==> config.mk <==
export PLATFORM = sky130hd
export DESIGN_NAME = saturate_sub_accum
export DESIGN_NICKNAME = d
export VERILOG_FILES = /design/src/rtl/saturate_sub_accum.sv
export SDC_FILE = /design/constraint.sdc
export NUM_CORES = 1
export LEC_CHECK = 0
export CORE_AREA = 2 2 73 82
export CTS_BUF_LIST = sky130_fd_sc_hd__clkbuf_2
export DETAILED_ROUTE_END_ITERATION = 8
export DIE_AREA = 0 0 75 84
export GPL_ROUTABILITY_DRIVEN = 0
export PLACE_DENSITY = 0.87
export SLEW_MARGIN = 20
export SYNTH_ARGS = -nofsm -noshare
export SYNTH_HDL_FRONTEND = slang
export SYNTH_SLANG_ARGS = --single-unit
==> constraint.sdc <==
create_clock -name clk -period 8.3 [get_ports clk]
set_clock_uncertainty 0.1 [all_clocks]
set_input_delay 1.66 -clock clk [delete_from_list [all_inputs] [get_ports clk]]
set_output_delay 1.66 -clock clk [all_outputs]
set_load 0.005 [all_outputs]
==> src/rtl/saturate_sub_accum.sv <==
// Signed A-B, saturated and accumulated per block of `count` samples.
// Latency: 2 cycles from the last sample's inValid to outValid. No backpressure.
module saturate_sub_accum #(
  parameter int AWIDTH   = 8,
  parameter int BWIDTH   = 8,
  parameter int SUMWIDTH = 8,
  parameter int CWIDTH   = 8
) (
  input  logic                clk,
  input  logic                reset,
  input  logic                inValid,
  input  logic [AWIDTH-1:0]   A,
  input  logic [BWIDTH-1:0]   B,
  input  logic [CWIDTH-1:0]   count,
  input  logic                clear,
  output logic                outValid,
  output logic [SUMWIDTH-1:0] SUM,
  output logic                diffSaturated,
  output logic                sumSaturated
);

  localparam int DW = ((AWIDTH > BWIDTH) ? AWIDTH : BWIDTH) + 1;
  localparam int XW = ((DW > SUMWIDTH) ? DW : SUMWIDTH) + 1;

  localparam logic signed [XW-1:0] DMAX = {{(XW-SUMWIDTH+1){1'b0}}, {(SUMWIDTH-1){1'b1}}};
  localparam logic signed [XW-1:0] DMIN = {{(XW-SUMWIDTH+1){1'b1}}, {(SUMWIDTH-1){1'b0}}};
  localparam logic [SUMWIDTH-1:0]  SMAX = {1'b0, {(SUMWIDTH-1){1'b1}}};
  localparam logic [SUMWIDTH-1:0]  SMIN = {1'b1, {(SUMWIDTH-1){1'b0}}};

  typedef struct packed {
    logic                vld;
    logic                sat;
    logic [SUMWIDTH-1:0] dat;
  } s1_t;

  typedef enum logic {EMPTY, ACCUM} state_t;

  // ---------------- stage 0: full-width difference and clamp
  logic signed [XW-1:0] a_x, b_x, diff_x;
  logic [SUMWIDTH-1:0]  diff_sat;
  logic                 diff_flag;

  assign a_x    = {{(XW-AWIDTH){A[AWIDTH-1]}}, A};
  assign b_x    = {{(XW-BWIDTH){B[BWIDTH-1]}}, B};
  assign diff_x = a_x - b_x;

  always_comb begin
    diff_sat  = diff_x[SUMWIDTH-1:0];
    diff_flag = 1'b0;
    if (diff_x > DMAX) begin
      diff_sat  = SMAX;
      diff_flag = 1'b1;
    end else if (diff_x < DMIN) begin
      diff_sat  = SMIN;
      diff_flag = 1'b1;
    end
  end

  // ---------------- stage 1 register; clear drops the incoming sample
  s1_t s1_q;

  always_ff @(posedge clk) begin
    if (reset || clear) begin
      s1_q <= '0;
    end else begin
      s1_q.vld <= inValid;
      s1_q.sat <= diff_flag;
      s1_q.dat <= diff_sat;
    end
  end

  // ---------------- stage 2: saturating accumulate, block control
  state_t              state_q, state_n;
  logic [SUMWIDTH-1:0] acc_q, acc_n;
  logic [CWIDTH-1:0]   cnt_q, cnt_n, tgt_q, tgt_n;
  logic                dstk_q, dstk_n, sstk_q, sstk_n;
  logic                done;
  logic [SUMWIDTH-1:0] done_sum;
  logic                done_ds, done_ss;

  logic [SUMWIDTH:0]   step_x;
  logic                step_ovf;
  logic [SUMWIDTH-1:0] step_sat;

  // One guard bit is enough: the sum of two SUMWIDTH values cannot overflow SUMWIDTH+1.
  assign step_x   = {acc_q[SUMWIDTH-1], acc_q} + {s1_q.dat[SUMWIDTH-1], s1_q.dat};
  assign step_ovf = step_x[SUMWIDTH] ^ step_x[SUMWIDTH-1];
  assign step_sat = step_ovf ? (step_x[SUMWIDTH] ? SMIN : SMAX) : step_x[SUMWIDTH-1:0];

  always_ff @(posedge clk) begin
    if (reset) state_q <= EMPTY;
    else       state_q <= state_n;
  end

  always_comb begin
    state_n  = state_q;
    acc_n    = acc_q;
    cnt_n    = cnt_q;
    tgt_n    = tgt_q;
    dstk_n   = dstk_q;
    sstk_n   = sstk_q;
    done     = 1'b0;
    done_sum = '0;
    done_ds  = 1'b0;
    done_ss  = 1'b0;

    if (clear) begin
      state_n = EMPTY;
      acc_n   = '0;
      cnt_n   = '0;
      dstk_n  = 1'b0;
      sstk_n  = 1'b0;
    end else if (s1_q.vld) begin
      case (state_q)
        EMPTY: begin
          tgt_n   = (count == '0) ? CWIDTH'(1) : count;
          acc_n   = s1_q.dat;
          cnt_n   = CWIDTH'(1);
          dstk_n  = s1_q.sat;
          sstk_n  = 1'b0;
          state_n = ACCUM;
        end
        ACCUM: begin
          acc_n  = step_sat;
          // cnt_q < tgt_q here, so the increment stays within CWIDTH
          cnt_n  = cnt_q + CWIDTH'(1);
          dstk_n = dstk_q | s1_q.sat;
          sstk_n = sstk_q | step_ovf;
        end
        default: state_n = EMPTY;
      endcase

      if (cnt_n == tgt_n) begin
        done     = 1'b1;
        done_sum = acc_n;
        done_ds  = dstk_n;
        done_ss  = sstk_n;
        state_n  = EMPTY;
        acc_n    = '0;
        cnt_n    = '0;
        dstk_n   = 1'b0;
        sstk_n   = 1'b0;
      end
    end
  end

  always_ff @(posedge clk) begin
    if (reset) begin
      acc_q         <= '0;
      cnt_q         <= '0;
      tgt_q         <= '0;
      dstk_q        <= 1'b0;
      sstk_q        <= 1'b0;
      outValid      <= 1'b0;
      SUM           <= '0;
      diffSaturated <= 1'b0;
      sumSaturated  <= 1'b0;
    end else begin
      acc_q    <= acc_n;
      cnt_q    <= cnt_n;
      tgt_q    <= tgt_n;
      dstk_q   <= dstk_n;
      sstk_q   <= sstk_n;
      outValid <= done;
      if (done) begin
        SUM           <= done_sum;
        diffSaturated <= done_ds;
        sumSaturated  <= done_ss;
      end
    end
  end

endmodule

==> summary.txt, run 1 <==
Power and ir drop
  • Tot Pwr: 0.431 mW
  • P_leak: 1.23 nW
  • Power Density: 130 mW/mm2
  • Worst vdd ir: 0.0000511 V

Routing
  • Vias: 2,593
  • Initial DRC Count: 172
  • 1st-pass router iterations: 5
  • Drt wl/cell: 13.8 um
  • DR DRC count: 0
  • Post-DRT Antenna Nets: 0
  • Via density per instance: 5.78
  • Final WL: 6190 um

Layout
  • FF/Latch Area: 961 um2
  • Share of layout cells above drive strength 1: 0.0565
  • Fill cells: 489
  • Total Nets Final: 418
  • Cell area after layout: 0.00332 mm2
  • N_diodes: 0
  • Synthesis-to-finish area growth: 14.7%
  • Footprint of the multi-input gates: 0.00178 mm2

Placed design
  • Placed Area: 0.00327 mm2
  • Input/output buffers: 38
  • DP HPWL: 4670 um

Synthesis
  • Synth Area per Inst: 8.46 um2
  • Synth top area cells: dfxtp_1 33%, ha_1 7.4%, a21oi_1 4.8%
  • Register area share after synthesis: 0.332
  • Synthesized flop and latch total: 48
  • Synth Instances: 342
  • Synth area leader: dfxtp_1
  • EDFF count, synth: 0
  • Prevailing post-synth register cell: dfxtp_1
  • Syn nets: 389
  • Yosys Warn Count: 0
  • Top-area cell type share of the netlist area: 0.332
  • Share of synthesized flip-flops with an asynchronous set or reset: 0
  • Post-synth cell types: 62
  • Post-Synthesis Cell Area: 0.00289 mm2

Global route
  • Met1 Track Usage GR: 0.277
  • Initial antenna violation count: 0
  • Total track usage: 0.213
  • Vias in the first global route: 2,483
  • M3 GR Usage: 0.0338
  • Largest net degree at the start of global routing: 23
  • GRT Residual Overflow: 0
  • GR peak layer: met2
  • GR Layer Usage met2: 0.342
  • First-pass GRT wire length: 10,800 um

STA
  • Crit share post-route: 0.502
  • Max-Slew Margin vs Limit: 0.303
  • Pins Over Slew Limit: 0
  • Slew @ Worst Pin: 1.05 ns
  • Final Hold Vio Count: 0
  • RSZ-0062 raised after global routing: false
  • Setup TNS: 0 ns
  • Final min period: 4.17 ns
  • # setup viols final: 0
  • Max frequency: 240 MHz

CTS
  • Clock slew at reported path FFs: 0.25 ns
  • Clock sinks: 48
  • CTS resizes: 0
  • H-tree depth: 2
  • Clock Tree Buf Depth: 2
  • Clk_lat worst skew: 0.45 ns
  • Postcts setup bufs: 0
  • TritonCTS Buffers: 5
  • CTS tree: done
  • Root buffer cell: clkbuf_2
  • Hold_buf cts: 0

Critical path
  • Buf+Inv Stages, Crit Path: 2
  • CP cell instances: clkdlybuf4s50_1 -> ha_1 -> inv_1 -> fa_1 -> a21o_1 -> a21oi_1 -> nor2b_1 -> o221ai_1 -> a31oi_1 -> o21ai_0 -> nor2_1
  • CP max stage cell: o21ai_0
  • Arr. time, crit path: 4.38 ns
  • Critical Path End Type: flip-flop
  • FF-to-FF setup slack: 5.08 ns
  • Crit path from: B[0]
  • Setup crit start kind: primary input
  • CP max stage delay: 0.57 ns
  • Crit path kind: in2reg
  • CP required: 8.51 ns
  • Reg2Reg Launch Point: acc_q[0]
  • CP top delay family: compound AO/OA/AOI/OAI gates
  • Worst-path maximum fanout: 8

Die
  • Cell Rows: 29
  • DIE AREA: 0.00630 mm2
  • I/O pin total: 39
  • Initial Utilization: 0.521
  • Die width: 75 um
  • Vert. Die Dim: 84 um
  • Core Footprint: 0.00555 mm2

Worst hold path
  • Min-delay src: SUM[7]
  • Hold Crit Class: reg2reg

Outcome
  • Outcome: finished clean

Flow run
  • Max-cap violations: 0
-- cells in the final DEF, fill, tap and decap left out, types with 5 or more instances in the layout --
master            n
dfxtp_1          48
clkdlybuf4s50_1  38
nor2_1           35
a21oi_1          28
o21ai_0          27
nand2_1          25
ha_1             17
inv_1            12
xnor2_1          12
mux2i_1           9
xor2_1            8
a211oi_1          8
nand3_1           7
a2bb2oi_1         6
nor2b_1           5
nor3_1            5
and2_1            5
clkbuf_2          5
-- per-stage QoR --
step	cells	hold WS (ns)	util	worst slack, ns
finish	449	0.375	0.597	4.13
global route	449	0.409	0.597	3.78
CTS	449	0.380	0.597	4.18
detailed placement	441	0.353	0.590	3.70
global placement	441	0.337	0.590	3.74
floorplan	342	0.326	-	4.44
-- power by group --
| part | internal [mW] | switching, mW |
|---|---|---|
| clock network | 0.0194 | 0.0768 |
| registers | 0.237 | 0.00608 |
| logic | 0.0436 | 0.0473 |
-- path summary, 6_finish.rpt --
check / endpoint / cells past startpoint
max: s1_q[3] / 11
min: SUM[7] / 2
max reg2reg: acc_q[5] / 8
min reg2reg: SUM[7] / 2
-- worst reg2reg max path: cells and delay by family, from the launching register on --
kind | cells | cell delay (ns)
AOI/OAI and AO/OA | 4 | 1.20
adders and majority gates | 3 | 1.16
DFF | 1 | 0.38
muxes | 1 | 0.26
-- layer usage --
layer,part of all wire,up-vias
met5,0,-
met4,0.019,0
met3,0.048,13
met2,0.48,78
met1,0.45,1207
li1,-,1295
-- Yosys cell counts (all sizes together), types with 8 or more instances --
library cell  count
a211oi            9
a21oi            28
clkbuf           10
dfxtp            48
ha               17
inv              13
mux2i             9
nand2            25
nor2             36
o21ai            27
xnor2            12
xor2              8
-- state kept, by name, summed over array words and instances, names as in the netlist, 8 cells and up --
| signal | count |
|---|---|
| acc_q | 8 |
| SUM | 8 |
| cnt_q | 8 |
| tgt_q | 8 |
| s1_q | 10 |
-- layout make-up --
cell class                 instances  area share
timing repair buffer              38       0.115
clock buffer                       5     0.00754
multi-input combinational        264       0.538
sequential                        48       0.290
clock inverter                     3     0.00566
tap                               77      0.0290
inverter                          14      0.0158
-- kinds of logic after synthesis --
kind of cell    count (synthesis)  share of synthesized area
buf+inv                        30                     0.0515
flops                          48                      0.332
simple gates                  115                      0.208
fa+ha+maj                      20                     0.0908
mux                             9                     0.0311
xor+xnor                       20                     0.0606
compound gates                100                      0.226
(Power assumes the default switching activity.)
==> run 2, diff against run 1 <==
--- a/config.mk
+++ b/config.mk
@@ -5,10 +5,10 @@
 export SDC_FILE = /design/constraint.sdc
 export NUM_CORES = 1
 export LEC_CHECK = 0
-export CORE_AREA = 2 2 73 82
+export CORE_AREA = 2 2 75 84
 export CTS_BUF_LIST = sky130_fd_sc_hd__clkbuf_2
 export DETAILED_ROUTE_END_ITERATION = 8
-export DIE_AREA = 0 0 75 84
+export DIE_AREA = 0 0 77 86
 export GPL_ROUTABILITY_DRIVEN = 0
 export PLACE_DENSITY = 0.87
 export SLEW_MARGIN = 20
==> constraint.sdc (replaced) <==
create_clock -name clk -period 3.58 [get_ports clk]
set_clock_uncertainty 0.1 [all_clocks]
set_input_delay 0.716 -clock clk [delete_from_list [all_inputs] [get_ports clk]]
set_output_delay 0.716 -clock clk [all_outputs]
set_load 0.005 [all_outputs]
==> summary.txt, run 2 (synthesis results as in run 1) <==
Outcome
  • Outcome: finished clean

Layout
  • Top reg by flops: s1_q
  • Total Nets Final: 424
  • Fill cells: 518
  • Largest register FFs: 10
  • Footprint of the multi-input gates: 0.00178 mm2
  • Cell area after layout: 0.00339 mm2
  • Share of layout cells above drive strength 1: 0.0741
  • Commonest non-fill, non-tap cells in the layout: 48 x dfxtp_1, 38 x clkdlybuf4s50_1, 35 x nor2_1
  • N_diodes: 0
  • FF/Latch Area: 961 um2
  • Commonest non-fill, non-tap cell in the layout: dfxtp_1
  • Synthesis-to-finish area growth: 17.0%

STA
  • Worst hold slack: 0.381 ns
  • Final Hold Vio Count: 0
  • # setup viols final: 0
  • Setup TNS: 0 ns
  • Final min period: 3.00 ns
  • Max frequency: 333 MHz
  • RSZ-0062 raised after global routing: false
  • Slew @ Worst Pin: 0.696 ns
  • Pins Over Slew Limit: 0
  • Crit share post-route: 0.839
  • Max-Slew Margin vs Limit: 0.536

Critical path
  • CP max stage cell: clkdlybuf4s50_1
  • Critical Path End Type: flip-flop
  • Worst-path maximum fanout: 8
  • CP required: 3.85 ns
  • Setup crit start kind: primary input
  • CP max stage delay: 0.41 ns
  • Reg2Reg Launch Point: s1_q[0]
  • Crit path kind: in2reg
  • Arr. time, crit path: 3.27 ns
  • FF-to-FF setup slack: 0.62 ns
  • Buf+Inv Stages, Crit Path: 3
  • CP top delay family: compound AO/OA/AOI/OAI gates
  • Crit path from: A[0]
  • CP cell instances: clkdlybuf4s50_1 -> inv_1 -> ha_1 -> inv_1 -> fa_1 -> a21o_1 -> a21oi_1 -> nor2b_1 -> o221ai_1 -> a31oi_1 -> or2_2 -> a21oi_1

Routing
  • Vias: 2,601
  • 1st-pass router iterations: 4
  • Final WL: 6270 um
  • DR DRC count: 0
  • Initial DRC Count: 237
  • Post-DRT Antenna Nets: 0
  • Via density per instance: 5.72
  • Drt wl/cell: 13.8 um

Power and ir drop
  • Comb pwr share: 0.199
  • Worst vdd ir: 0.000121 V
  • Sequential share of power: 0.528
  • Clock share of power: 0.273
  • Switching pwr: 0.300 mW
  • Cell internal pwr: 0.771 mW
  • Switching share of power: 0.280
  • P_leak: 1.27 nW
  • Power Density: 316 mW/mm2

Die
  • Core Footprint: 0.00573 mm2
  • Die width: 77 um
  • Initial Utilization: 0.505
  • Cell Rows: 29
  • DIE AREA: 0.00662 mm2
  • Vert. Die Dim: 86 um
  • I/O pin total: 39

CTS
  • Clock Tree Buf Depth: 2
  • CTS tree: done
  • Root buffer cell: clkbuf_2
  • Clock sinks: 48
  • TritonCTS Buffers: 5
  • Postcts setup bufs: 0
  • Hold_buf cts: 0
  • Clock slew at reported path FFs: 0.24 ns
  • H-tree depth: 2
  • CTS resizes: 0
  • Clk_lat worst skew: 0.45 ns

Worst hold path
  • Min-delay src: SUM[7]
  • Hold Crit Class: reg2reg

Flow run
  • Max-cap violations: 0

Placed design
  • DP HPWL: 4790 um
  • Input/output buffers: 38
  • Placed Area: 0.00332 mm2

Global route
  • Vias in the first global route: 2,532
  • Initial antenna violation count: 0
  • Largest net degree at the start of global routing: 23
  • GRT Residual Overflow: 0
  • Total track usage: 0.204
  • First-pass GRT wire length: 11,100 um
==> run 2: path summary, 6_finish.rpt <==
| check | endpoint | cells past startpoint |
|---|---|---|
| max | s1_q[8] | 12 |
| min | SUM[7] | 2 |
| max reg2reg | acc_q[5] | 8 |
| min reg2reg | SUM[7] | 2 |
==> run 2: layout make-up <==
cell class | count | share of cell area
inverter | 14 | 0.0155
multi-input combinational | 264 | 0.527
timing repair buffer | 44 | 0.126
tap | 77 | 0.0285
clock inverter | 3 | 0.0126
clock buffer | 5 | 0.00739
sequential | 48 | 0.284
==> run 2: worst min-delay path: stages, from the launching register on <==
cell and delay [ns]:
dfxtp_1 0.37, nand2_1 0.05, a21oi_1 0.06
==> run 2: through the flow <==
step / cells / power [mW] / setup WS (ns) / util
after floorplan: 342 / 0.716 / 0.666 / -
after global placement: 447 / 0.778 / 0.217 / 0.579
after detailed placement: 447 / 0.786 / 0.118 / 0.579
after CTS: 455 / 1.07 / 0.582 / 0.591
after global routing: 455 / 1.12 / 0.292 / 0.591
final: 455 / 1.07 / 0.578 / 0.591
==> run 2: metal layers <==
metal / GRT usage / wire, um
met5: 0 / 0
met2: 0.353 / 3000
met4: 0.0779 / 86
met3: 0.0400 / 442
met1: 0.252 / 2740
==> run 2: power by group through the flow <==
stage / Sequential [mW] / Clock [mW] / Combinational [mW]
after floorplan: 0.568 / 0 / 0.148
after global placement: 0.574 / 0 / 0.204
after detailed placement: 0.575 / 0 / 0.211
after CTS: 0.564 / 0.297 / 0.212
after global routing: 0.567 / 0.317 / 0.240
final: 0.565 / 0.292 / 0.214
==> run 3, diff against run 2 <==
--- a/config.mk
+++ b/config.mk
@@ -5,10 +5,10 @@
 export SDC_FILE = /design/constraint.sdc
 export NUM_CORES = 1
 export LEC_CHECK = 0
-export CORE_AREA = 2 2 75 84
+export CORE_AREA = 2 2 73 82
 export CTS_BUF_LIST = sky130_fd_sc_hd__clkbuf_2
 export DETAILED_ROUTE_END_ITERATION = 8
-export DIE_AREA = 0 0 77 86
+export DIE_AREA = 0 0 75 84
 export GPL_ROUTABILITY_DRIVEN = 0
 export PLACE_DENSITY = 0.87
 export SLEW_MARGIN = 20
==> constraint.sdc (replaced) <==
create_clock -name clk -period 2.9 [get_ports clk]
set_clock_uncertainty 0.1 [all_clocks]
set_input_delay 0.58 -clock clk [delete_from_list [all_inputs] [get_ports clk]]
set_output_delay 0.58 -clock clk [all_outputs]
set_load 0.005 [all_outputs]
==> summary.txt, run 3 (synthesis results as in run 1) <==
Outcome
  • Outcome: finished clean

CTS
  • H-tree depth: 2
  • Clock Tree Buf Depth: 2
  • Postcts setup bufs: 0
  • CTS tree: done
  • Clock slew at reported path FFs: 0.26 ns
  • Clock sinks: 48
  • Hold_buf cts: 0
  • TritonCTS Buffers: 5
  • Root buffer cell: clkbuf_2
  • CTS resizes: 0
  • Clk_lat worst skew: 0.45 ns

Global route
  • GR Layer Usage met2: 0.376
  • Initial antenna violation count: 0
  • Vias in the first global route: 2,561
  • GRT Residual Overflow: 0
  • Total track usage: 0.221
  • M3 GR Usage: 0.0362
  • Largest net degree at the start of global routing: 21
  • First-pass GRT wire length: 11,100 um
  • GR peak layer: met2
  • Met1 Track Usage GR: 0.278

STA
  • Crit share post-route: 0.942
  • Pins Over Slew Limit: 0
  • Max frequency: 366 MHz
  • Max-Slew Margin vs Limit: 0.677
  • Final min period: 2.73 ns
  • Setup TNS: 0 ns
  • # setup viols final: 0
  • Slew @ Worst Pin: 0.484 ns
  • RSZ-0062 raised after global routing: false
  • Final Hold Vio Count: 0

Critical path
  • Reg2reg end: acc_q[5]
  • Crit path from: s1_q[4]
  • Crit path kind: reg2reg
  • Crit path capture: acc_q[5]
  • Critical Path End Type: flip-flop
  • CP max stage delay: 0.47 ns
  • Worst-path maximum fanout: 10
  • CP max stage cell: a311o_1
  • Reg2Reg Launch Point: s1_q[4]
  • CP required: 3.13 ns
  • Setup crit start kind: flip-flop
  • CP cell instances: ha_1 -> and3_1 -> a21boi_0 -> nor4b_1 -> a311o_1 -> maj3_1 -> mux2i_1 -> o21ai_0
  • Arr. time, crit path: 2.96 ns
  • FF-to-FF setup slack: 0.17 ns
  • Worst R2R Path Depth: 8

Routing
  • Via density per instance: 5.68
  • 1st-pass router iterations: 5
  • Drt wl/cell: 13.5 um
  • Post-DRT Antenna Nets: 0
  • Vias: 2,674
  • Initial DRC Count: 194
  • DR DRC count: 0
  • Final WL: 6380 um

Power and ir drop
  • Power Density: 406 mW/mm2
  • P_leak: 1.36 nW
  • Tot Pwr: 1.44 mW
  • Worst vdd ir: 0.000252 V

Layout
  • Fill cells: 443
  • Top reg by flops: s1_q
  • Total Nets Final: 440
  • N_diodes: 0
  • Synthesis-to-finish area growth: 22.6%
  • Final Util: 0.639
  • Share of layout cells above drive strength 1: 0.114
  • Largest register FFs: 10
  • Commonest non-fill, non-tap cells in the layout: 48 x dfxtp_1, 38 x clkdlybuf4s50_1, 35 x nor2_1
  • Commonest non-fill, non-tap cell in the layout: dfxtp_1

Die
  • Cell Rows: 29
  • DIE AREA: 0.00630 mm2
  • Core Footprint: 0.00555 mm2
  • Die width: 75 um
  • I/O pin total: 39
  • Initial Utilization: 0.521
  • Vert. Die Dim: 84 um

Worst hold path
  • Hold Crit Depth: 2
  • Hold Crit Class: reg2reg

Flow run
  • Max-cap violations: 0

Placed design
  • DP HPWL: 4960 um
  • Input/output buffers: 38
==> run 3: cell types whose count changed in the layout (fill, tap and decap cells not counted), sizes merged <==
cell / change
buf: +16
clkinv: -1
clkinvlp: -1
bufinv: +1
inv: +1
==> run 3: power breakdown <==
group          switching, mW  total [mW]  internal, mW
Clock                  0.221       0.456         0.235
Combinational          0.140       0.286         0.146
Sequential            0.0165       0.696         0.680
==> run 3: stage by stage <==
step | area (um2) | hold WS [ns] | instances | setup slack, ns
2_1_floorplan | 2890 | 0.326 | 342 | 0.122
3_3_place_gp | 3450 | 0.337 | 463 | -0.171
3_5_place_dp | 3450 | 0.350 | 463 | -0.282
4_1_cts | 3540 | 0.377 | 471 | 0.146
5_1_grt | 3550 | 0.418 | 471 | 0.0299
6_report | 3550 | 0.376 | 471 | 0.167
==> run 3: worst min path at each step <==
stage | slack (ns) | from | to
2_1_floorplan | 0.33 | sstk_q | sstk_q
3_3_place_gp | 0.34 | sstk_q | sstk_q
3_5_place_dp | 0.35 | acc_q[2] | acc_q[2]
4_1_cts | 0.38 | SUM[7] | SUM[7]
5_1_grt | 0.42 | acc_q[2] | acc_q[2]
6_report | 0.38 | SUM[7] | SUM[7]
==> run 3: worst max-delay path: cells and delay by family, from the launching register on <==
family,cells,cell delay [ns]
compound gates,3,0.86
flops,1,0.38
fa+ha+maj,2,0.78
mux,1,0.24
simple gates,2,0.29
==> run 3: final cells by class <==
cell class / count / area (um2) / area share
Clock inverter: 3 / 68.8 / 0.0194
Multi-Input combinational cell: 264 / 1790 / 0.503
Sequential cell: 48 / 961 / 0.271
Clock buffer: 5 / 25.0 / 0.00705
Tap cell: 77 / 96.3 / 0.0272
Timing Repair Buffer: 60 / 558 / 0.157
Inverter: 14 / 52.6 / 0.0148
==> run 3: routing by layer <==
| metal | up-vias | part of all wire | routed length, um |
|---|---|---|---|
| met3 | 15 | 0.055 | 349 |
| met1 | 1225 | 0.45 | 2870 |
| met5 | - | 0 | 0 |
| met4 | 0 | 0.018 | 116 |
| li1 | 1334 | - | - |
| met2 | 100 | 0.48 | 3040 |
